**src/rtl/router_pkg.sv**
```systemverilog
// Shared definitions for the 1x3 router input-side control FSM.
// Holds the state encoding and the default sizing constants.
package router_pkg;

  localparam int NUM_PORTS_DEF      = 3;
  localparam int ADDR_W_DEF         = 2;
  localparam int TIMEOUT_CYCLES_DEF = 30;

  localparam logic [1:0] INVALID_ADDR = 2'b11;

  typedef enum logic [2:0] {
    DECODE_ADDRESS     = 3'd0,
    LOAD_FIRST_DATA    = 3'd1,
    LOAD_DATA          = 3'd2,
    LOAD_PARITY        = 3'd3,
    FIFO_FULL_STATE    = 3'd4,
    LOAD_AFTER_FULL    = 3'd5,
    WAIT_TILL_EMPTY    = 3'd6,
    CHECK_PARITY_ERROR = 3'd7
  } state_t;

endpackage : router_pkg

```
**src/rtl/router_fsm.sv**
```systemverilog
// Router input-side control FSM: header decode and header/payload/parity load sequencing.
// Define ROUTER_FSM_WAIT_TIMEOUT_EN to add the WAIT_TILL_EMPTY watchdog and timeout_drop pulse.
//
// state              | meaning
// DECODE_ADDRESS     | idle, waiting for a header with a valid address
// WAIT_TILL_EMPTY    | header seen, selected FIFO still draining
// LOAD_FIRST_DATA    | header byte written into the datapath
// LOAD_DATA          | payload bytes streaming into the FIFO
// FIFO_FULL_STATE    | selected FIFO full, source held off
// LOAD_AFTER_FULL    | resume after full, pick data/parity/done
// LOAD_PARITY        | parity byte written
// CHECK_PARITY_ERROR | datapath compares parity, internal regs reset
module router_fsm
  import router_pkg::*;
#(
  parameter int NUM_PORTS      = NUM_PORTS_DEF,
  parameter int ADDR_W         = ADDR_W_DEF,
  parameter int TIMEOUT_CYCLES = TIMEOUT_CYCLES_DEF
) (
  input  logic                 clk,
  input  logic                 reset,
  input  logic                 pkt_valid,
  input  logic [ADDR_W-1:0]    data_in,
  input  logic                 fifo_full,
  input  logic [NUM_PORTS-1:0] fifo_empty,
  input  logic [NUM_PORTS-1:0] soft_reset,
  input  logic                 parity_done,
  input  logic                 low_pkt_valid,
  output logic                 detect_add,
  output logic                 lfd_state,
  output logic                 ld_state,
  output logic                 laf_state,
  output logic                 full_state,
  output logic                 rst_int_reg,
  output logic                 write_enb_reg,
  output logic                 busy,
  output logic                 timeout_drop
);

  state_t            r_state;
  state_t            w_next;
  logic [ADDR_W-1:0] r_addr;

  logic w_addr_ok;
  logic w_hdr_empty;
  logic w_sel_empty;
  logic w_sel_soft;
  logic w_wait_expire;

  // Out-of-range header addresses never index the empty vector.
  assign w_addr_ok   = (int'(data_in) < NUM_PORTS);
  assign w_hdr_empty = w_addr_ok ? fifo_empty[data_in] : 1'b0;
  assign w_sel_empty = fifo_empty[r_addr];
  assign w_sel_soft  = soft_reset[r_addr];

`ifdef ROUTER_FSM_WAIT_TIMEOUT_EN
  localparam logic [7:0] WAIT_LIMIT = 8'(TIMEOUT_CYCLES - 1);

  logic [7:0] r_wait_cnt;
  logic       r_timeout_drop;

  // Count is forced to zero outside WAIT_TILL_EMPTY, so every entry starts fresh.
  always_ff @(posedge clk) begin
    if (reset) begin
      r_wait_cnt <= '0;
    end else if (r_state != WAIT_TILL_EMPTY) begin
      r_wait_cnt <= '0;
    end else begin
      r_wait_cnt <= r_wait_cnt + 8'd1;
    end
  end

  assign w_wait_expire = (r_state == WAIT_TILL_EMPTY) && (r_wait_cnt == WAIT_LIMIT);

  always_ff @(posedge clk) begin
    if (reset) begin
      r_timeout_drop <= 1'b0;
    end else begin
      r_timeout_drop <= w_wait_expire && !w_sel_empty && !w_sel_soft;
    end
  end

  assign timeout_drop = r_timeout_drop;
`else
  assign w_wait_expire = 1'b0;
  assign timeout_drop  = 1'b0;
`endif

  always_ff @(posedge clk) begin
    if (reset) begin
      r_state <= DECODE_ADDRESS;
    end else begin
      r_state <= w_next;
    end
  end

  always_ff @(posedge clk) begin
    if (reset) begin
      r_addr <= '0;
    end else if ((r_state == DECODE_ADDRESS) && pkt_valid && w_addr_ok) begin
      r_addr <= data_in;
    end
  end

  always_comb begin
    w_next = r_state;
    if (w_sel_soft && (r_state != DECODE_ADDRESS)) begin
      w_next = DECODE_ADDRESS;
    end else begin
      case (r_state)
        DECODE_ADDRESS: begin
          if (pkt_valid && w_addr_ok) begin
            w_next = w_hdr_empty ? LOAD_FIRST_DATA : WAIT_TILL_EMPTY;
          end
        end
        WAIT_TILL_EMPTY: begin
          if (w_sel_empty) begin
            w_next = LOAD_FIRST_DATA;
          end else if (w_wait_expire) begin
            w_next = DECODE_ADDRESS;
          end
        end
        LOAD_FIRST_DATA: w_next = LOAD_DATA;
        LOAD_DATA: begin
          if (fifo_full) begin
            w_next = FIFO_FULL_STATE;
          end else if (!pkt_valid) begin
            w_next = LOAD_PARITY;
          end
        end
        FIFO_FULL_STATE: begin
          if (!fifo_full) begin
            w_next = LOAD_AFTER_FULL;
          end
        end
        LOAD_AFTER_FULL: begin
          if (parity_done) begin
            w_next = DECODE_ADDRESS;
          end else if (low_pkt_valid) begin
            w_next = LOAD_PARITY;
          end else begin
            w_next = LOAD_DATA;
          end
        end
        LOAD_PARITY: w_next = CHECK_PARITY_ERROR;
        CHECK_PARITY_ERROR: begin
          w_next = fifo_full ? FIFO_FULL_STATE : DECODE_ADDRESS;
        end
        default: w_next = DECODE_ADDRESS;
      endcase
    end
  end

  always_comb begin
    detect_add    = 1'b0;
    lfd_state     = 1'b0;
    ld_state      = 1'b0;
    laf_state     = 1'b0;
    full_state    = 1'b0;
    rst_int_reg   = 1'b0;
    write_enb_reg = 1'b0;
    busy          = 1'b1;
    case (r_state)
      DECODE_ADDRESS: begin
        detect_add = 1'b1;
        busy       = 1'b0;
      end
      LOAD_FIRST_DATA: lfd_state = 1'b1;
      LOAD_DATA: begin
        ld_state      = 1'b1;
        write_enb_reg = 1'b1;
        busy          = 1'b0;
      end
      LOAD_AFTER_FULL: begin
        laf_state     = 1'b1;
        write_enb_reg = 1'b1;
      end
      FIFO_FULL_STATE:    full_state    = 1'b1;
      LOAD_PARITY:        write_enb_reg = 1'b1;
      CHECK_PARITY_ERROR: rst_int_reg   = 1'b1;
      default: ;
    endcase
  end

endmodule : router_fsm

```
**config.mk**
```make
export PLATFORM = sky130hd
export DESIGN_NAME = router_fsm
export DESIGN_NICKNAME = d
export VERILOG_FILES = /design/src/rtl/router_pkg.sv /design/src/rtl/router_fsm.sv
export SDC_FILE = /design/constraint.sdc
export NUM_CORES = 1
export LEC_CHECK = 0
export CAP_MARGIN = 0
export CORE_MARGIN = 4
export CORE_UTILIZATION = 24
export CTS_CLUSTER_DIAMETER = 50
export DETAILED_ROUTE_END_ITERATION = 10
export PLACE_DENSITY = 0.51
export SLEW_MARGIN = 20
export SYNTH_ARGS = -nofsm -noshare
export SYNTH_HDL_FRONTEND = slang
export SYNTH_SLANG_ARGS = --single-unit
```
**constraint.sdc**
```tcl
create_clock -name clk -period 1.85 [get_ports clk]
set_clock_uncertainty 0.15 [all_clocks]
set_input_delay 0.185 -clock clk [delete_from_list [all_inputs] [get_ports clk]]
set_output_delay 0.185 -clock clk [all_outputs]
set_load 0.01 [all_outputs]
```
# After elaboration in Yosys (flattened, before gate mapping)
# Index checks and enable logic that the tools add are counted.
# op_classes
add_sub_neg	0
n_mul	0
n_div	0
order_cmp	3
eq_ne	11
shifts	0
n_mux	25
n_bitwise	0
reduce_logical	10
# ops
cell	count
$pmux W3 S8	1
$mux W3	7
$mux W1	13
$eq A3 B3 Y1 const B	4
$bmux W1 S2	3
$eq A3 B2 Y1 const B	2
$lt A2 B3 Y1 const B	2
$logic_and A1 B1 Y1	4
$ne A2 B2 Y1 const B	2
$reduce_and A4 Y1	1
$reduce_or A2 Y1	2
$eq A3 B1 Y1 const B	1
$logic_not A3 Y1	1
$ne A3 B3 Y1 const B	1
$reduce_bool A3 Y1	1
$reduce_or A3 Y1	1
$lt A2 B2 Y1 const B	1
$mux W2	1
$ne A2 B1 Y1 const B	1
# totals
ff_bits	5
latchBits	0
ramBits	0
romBits	0
inputBits	14
output_inout_bits	9
elab_cells	51
mem_count	0

# Logic depth before layout (Yosys ltp)
# depth
word_depth	6
ltp_mapped	5
mapped_depth_nobuf	4

# Worst setup path before layout
# No wires, ideal clock.
# synth_timing
path_kind	register to register
start	register r_state[2]
end	register r_state[2]
setup_ns	0.100
t_arrival_ns	1.295
required_ns	1.600
path_slack_ns	0.306
stages_incl_launch_ff	6
n_path_buf	1
period_less_slack_ns	1.544
path_cell_list	dfxtp_1 > buf_2 > inv_2 > nor3_1 > a21oi_1 > a2111oi_4
# synth_between
elab_chain_cells	3
elab_cells_between_ends	17
classes_between	eq/ne: 11; mux: 1; reduce/logical: 5
# synth_lines
item	line	text
start: declaration	router_fsm.sv:40	state_t r_state;
start signal: assignment	router_fsm.sv:93	r_state <= w_next;
$eq A3 B2 Y1 (tied with other cells)	router_fsm.sv:110	case (r_state)
$ne A3 B3 Y1 (no source line) (tied with other cells)	--	
$reduce_and A4 Y1 (no source line) or $reduce_or A2 Y1 (tied branches)	--	
# Parallel ways exist; a longest one is shown, timed or not.
# A chain may end at the register's enable or synchronous reset.

# Final worst setup path
# layout_timing
start	register r_state[2]
end	output port rst_int_reg
# layout_between
elab_chain_cells	2
# layout_lines
item	line	text
$eq A3 B3 Y1	router_fsm.sv:163	case (r_state)
$mux W1	router_fsm.sv:163	
end: declaration	router_fsm.sv:34	output logic rst_int_reg,
# Every way passes these cells.

==> run metrics <==
Antenna Violating Nets Remaining=0; Crit. End Element=output pin; leading area contributor after synthesis=dfxtp_1; Vias=531; routed len/inst=about 12 µm; post-synthesis sequential area ratio=between 20% and 30%; die height=53.6 µm; Worst-Skew Late Latency=roughly 0.24 ns; Post-Synth Simple-Gate Area=roughly a third; synthesized instance count=60; Die W=53.6 µm; Tcrit/Tclk final=91.7%; initial core utilization=25.4%; TritonCTS clock tree=done; gpl congestion=between 0.7 and 0.8; crit path max fanout=7; peak supply drop=about 440 µV; arrival time at the worst endpoint=around 1.4 ns; Syn Area/Cell=8.30 µm²; largest net degree at the start of global routing=9; initial antenna violation count=0; CP peak stage delay=about 0.54 ns; final cell count without fillers=approximately 110; Yosys reg bits=5; row count=16; Final Max Slew Viols=0; GRT Max-Usage Layer=met2; PortBufs=21; I/O Pins=23; DRC viols=0; commonest non-fill, non-tap cells in the layout=14 x clkdlybuf4s50_1, 7 x nor2_1, 6 x buf_4, 5 x mux2i_1; number of fill cells=roughly 230; post-synthesis compound-gate area fraction=between 20% and 30%; Top delay family on crit path=buffers and inverters; Cell Area, Synth=between 400 and 500 µm²; CTS root buffer=clkbuf_4; post-synthesis mux area share=slightly above 10%; Hold Buf Count CTS=0; Core Region=1960 µm²; remaining global-route overflow=0; top-area cell type share of the netlist area=between 20% and 30%; most common cell after layout, fill and taps aside=clkdlybuf4s50_1; GR Util met1=about an eighth; Buf/Inv on CP=1; setup TNS=0 ns; GRT met3 Usage=under 10%; gr usage total=10.7%; CTS clk-pin slew, worst paths=~0.05 ns; final core area utilization=around two fifths; critical path class=reg2out; final instance area=791 µm²; count of final hold-check violations=0; power per cell area=between 1000 and 1500 nW/µm²; share of cells above drive strength 1=between 20% and 30%; Post-Synth XOR/XNOR Area=0%; placed cell area=between 700 and 800 µm²; Max Cap Viol=0; # nets final=approximately 100; clock tree buffer depth=2; Num CTS Buffers=3; area occupied by multi-input gates=357 µm²; first-pass GRT wire length=approximately 2300 µm; Max Freq=589 MHz; LEAKAGE=0.372 nW; ANT cells=0; crit path launch type=register; crit path time final=1.70 ns; vias in the first global route=540; placed cell count=109; dpl hpwl=1090 µm; Final setup viols=0; RSZ-0062 raised after global routing=no; total wire length=roughly 1400 µm; H-tree levels=1; die area=between 2000 and 3000 µm²; Area Overhead vs Synth=58.8%; Hold Path Class=reg2reg; register area=104 µm²; DRT Pass-1 Iters=2; Yosys cell types=33; top area cells in the synthesized netlist=dfxtp_1 20%, mux2i_1 10%, nand3b_1 6.0%; outcome=finished clean; Crit-path slowest cell=clkdlybuf4s50_1; Adder-Cell Fraction of Synth Area=2.01%; drt initial violations=5; Critical Path RT=~1.5 ns; met2 usage=a little under a fifth; Mapped Nets=74; Sink Count=5; crit path cell chain=and3_1, clkdlybuf4s50_1; main combinational cell family by area after synthesis=simple AND/OR/NAND/NOR gates; Syn. warnings=0; Via density=4.66
## tightest hold or removal path, stage by stage (launching register included)
cell,delay [ns]
dfxtp_1,0.35
mux2i_1,0.15
nor2_1,0.05
## worst paths after layout
kind,slack (ns),startpoint,to,cells after the start
setup / recovery,0.15,r_state[2],rst_int_reg,2
hold / removal,0.45,r_addr[1],r_addr[1],2
hold reg to reg,0.45,r_addr[1],r_addr[1],2
setup reg to reg,0.21,r_state[0],r_state[2],5
## area by class of cell
cell class | instances | area share (%)
timing repair buffer | 27 | 32.6
clock buffer | 3 | 2.85
multi-input combinational | 48 | 45.1
clock inverter | 1 | 0.633
inverter | 3 | 1.42
tap | 27 | 4.27
sequential | 5 | 13.1
## registers in the layout, summed over array words and instances (netlist names)
register,count
r_addr,2
r_state,3
## Yosys cell counts
| cell type | instances |
|---|---|
| a2111oi_4 | 1 |
| a21bo_1 | 1 |
| a21oi_1 | 3 |
| a221oi_1 | 1 |
| a311o_1 | 1 |
| a31oi_1 | 1 |
| and2_1 | 1 |
| and3_1 | 1 |
| and4_4 | 1 |
| buf_2 | 1 |
| buf_4 | 1 |
| buf_6 | 2 |
| conb_1 | 1 |
| dfxtp_1 | 5 |
| inv_1 | 2 |
| inv_2 | 1 |
| maj3_1 | 1 |
| mux2i_1 | 5 |
| nand2_1 | 2 |
| nand2b_1 | 4 |
| nand3_1 | 1 |
| nand3b_1 | 4 |
| nand4_1 | 1 |
| nor2_1 | 7 |
| nor2b_2 | 1 |
| nor3_1 | 1 |
| nor3_4 | 1 |
| nor4b_1 | 1 |
| o2111ai_1 | 1 |
| o211ai_1 | 2 |
| o21a_1 | 1 |
| o21ai_0 | 2 |
| or2_2 | 1 |
## what timing repair did
item                                    4_1_cts  5_1_grt
endpoints found under the setup margin        5        3
gates resized for setup                       8        3
buffers inserted                              0        1
cloned                                        0        0
## metal layers
layer  wire (µm)  up-vias
li1            -      273
met1         607      238
met2         679       20
met3          85        0
met4           0        0
met5           0        -
## cells by family after synthesis
| family | after synthesis |
|---|---|
| mux | 5 |
| compound gates | 14 |
| simple gates | 27 |
| flops | 5 |
| buf+inv | 7 |
| other cells | 1 |
| fa+ha+maj | 1 |
## metrics by stage
step / setup WS, ns / hold slack [ns] / power, mW
final: 0.153 / 0.446 / 1.01
after detailed placement: 0.0261 / 0.441 / 0.903
after global routing: 0.0927 / 0.502 / 1.10
after global placement: -0.000140 / 0.441 / 0.903
after CTS: 0.0196 / 0.454 / 1.02
after floorplan: 0.306 / 0.0993 / 0.658
## power by group
| group | switching (mW) | internal (mW) |
|---|---|---|
| combinational | 0.317 | 0.354 |
| sequential | 0.0629 | 0.150 |
| clock | 0.0472 | 0.0783 |
| total | 0.427 | 0.582 |
No activity file was read; power rests on OpenSTA's default activity.
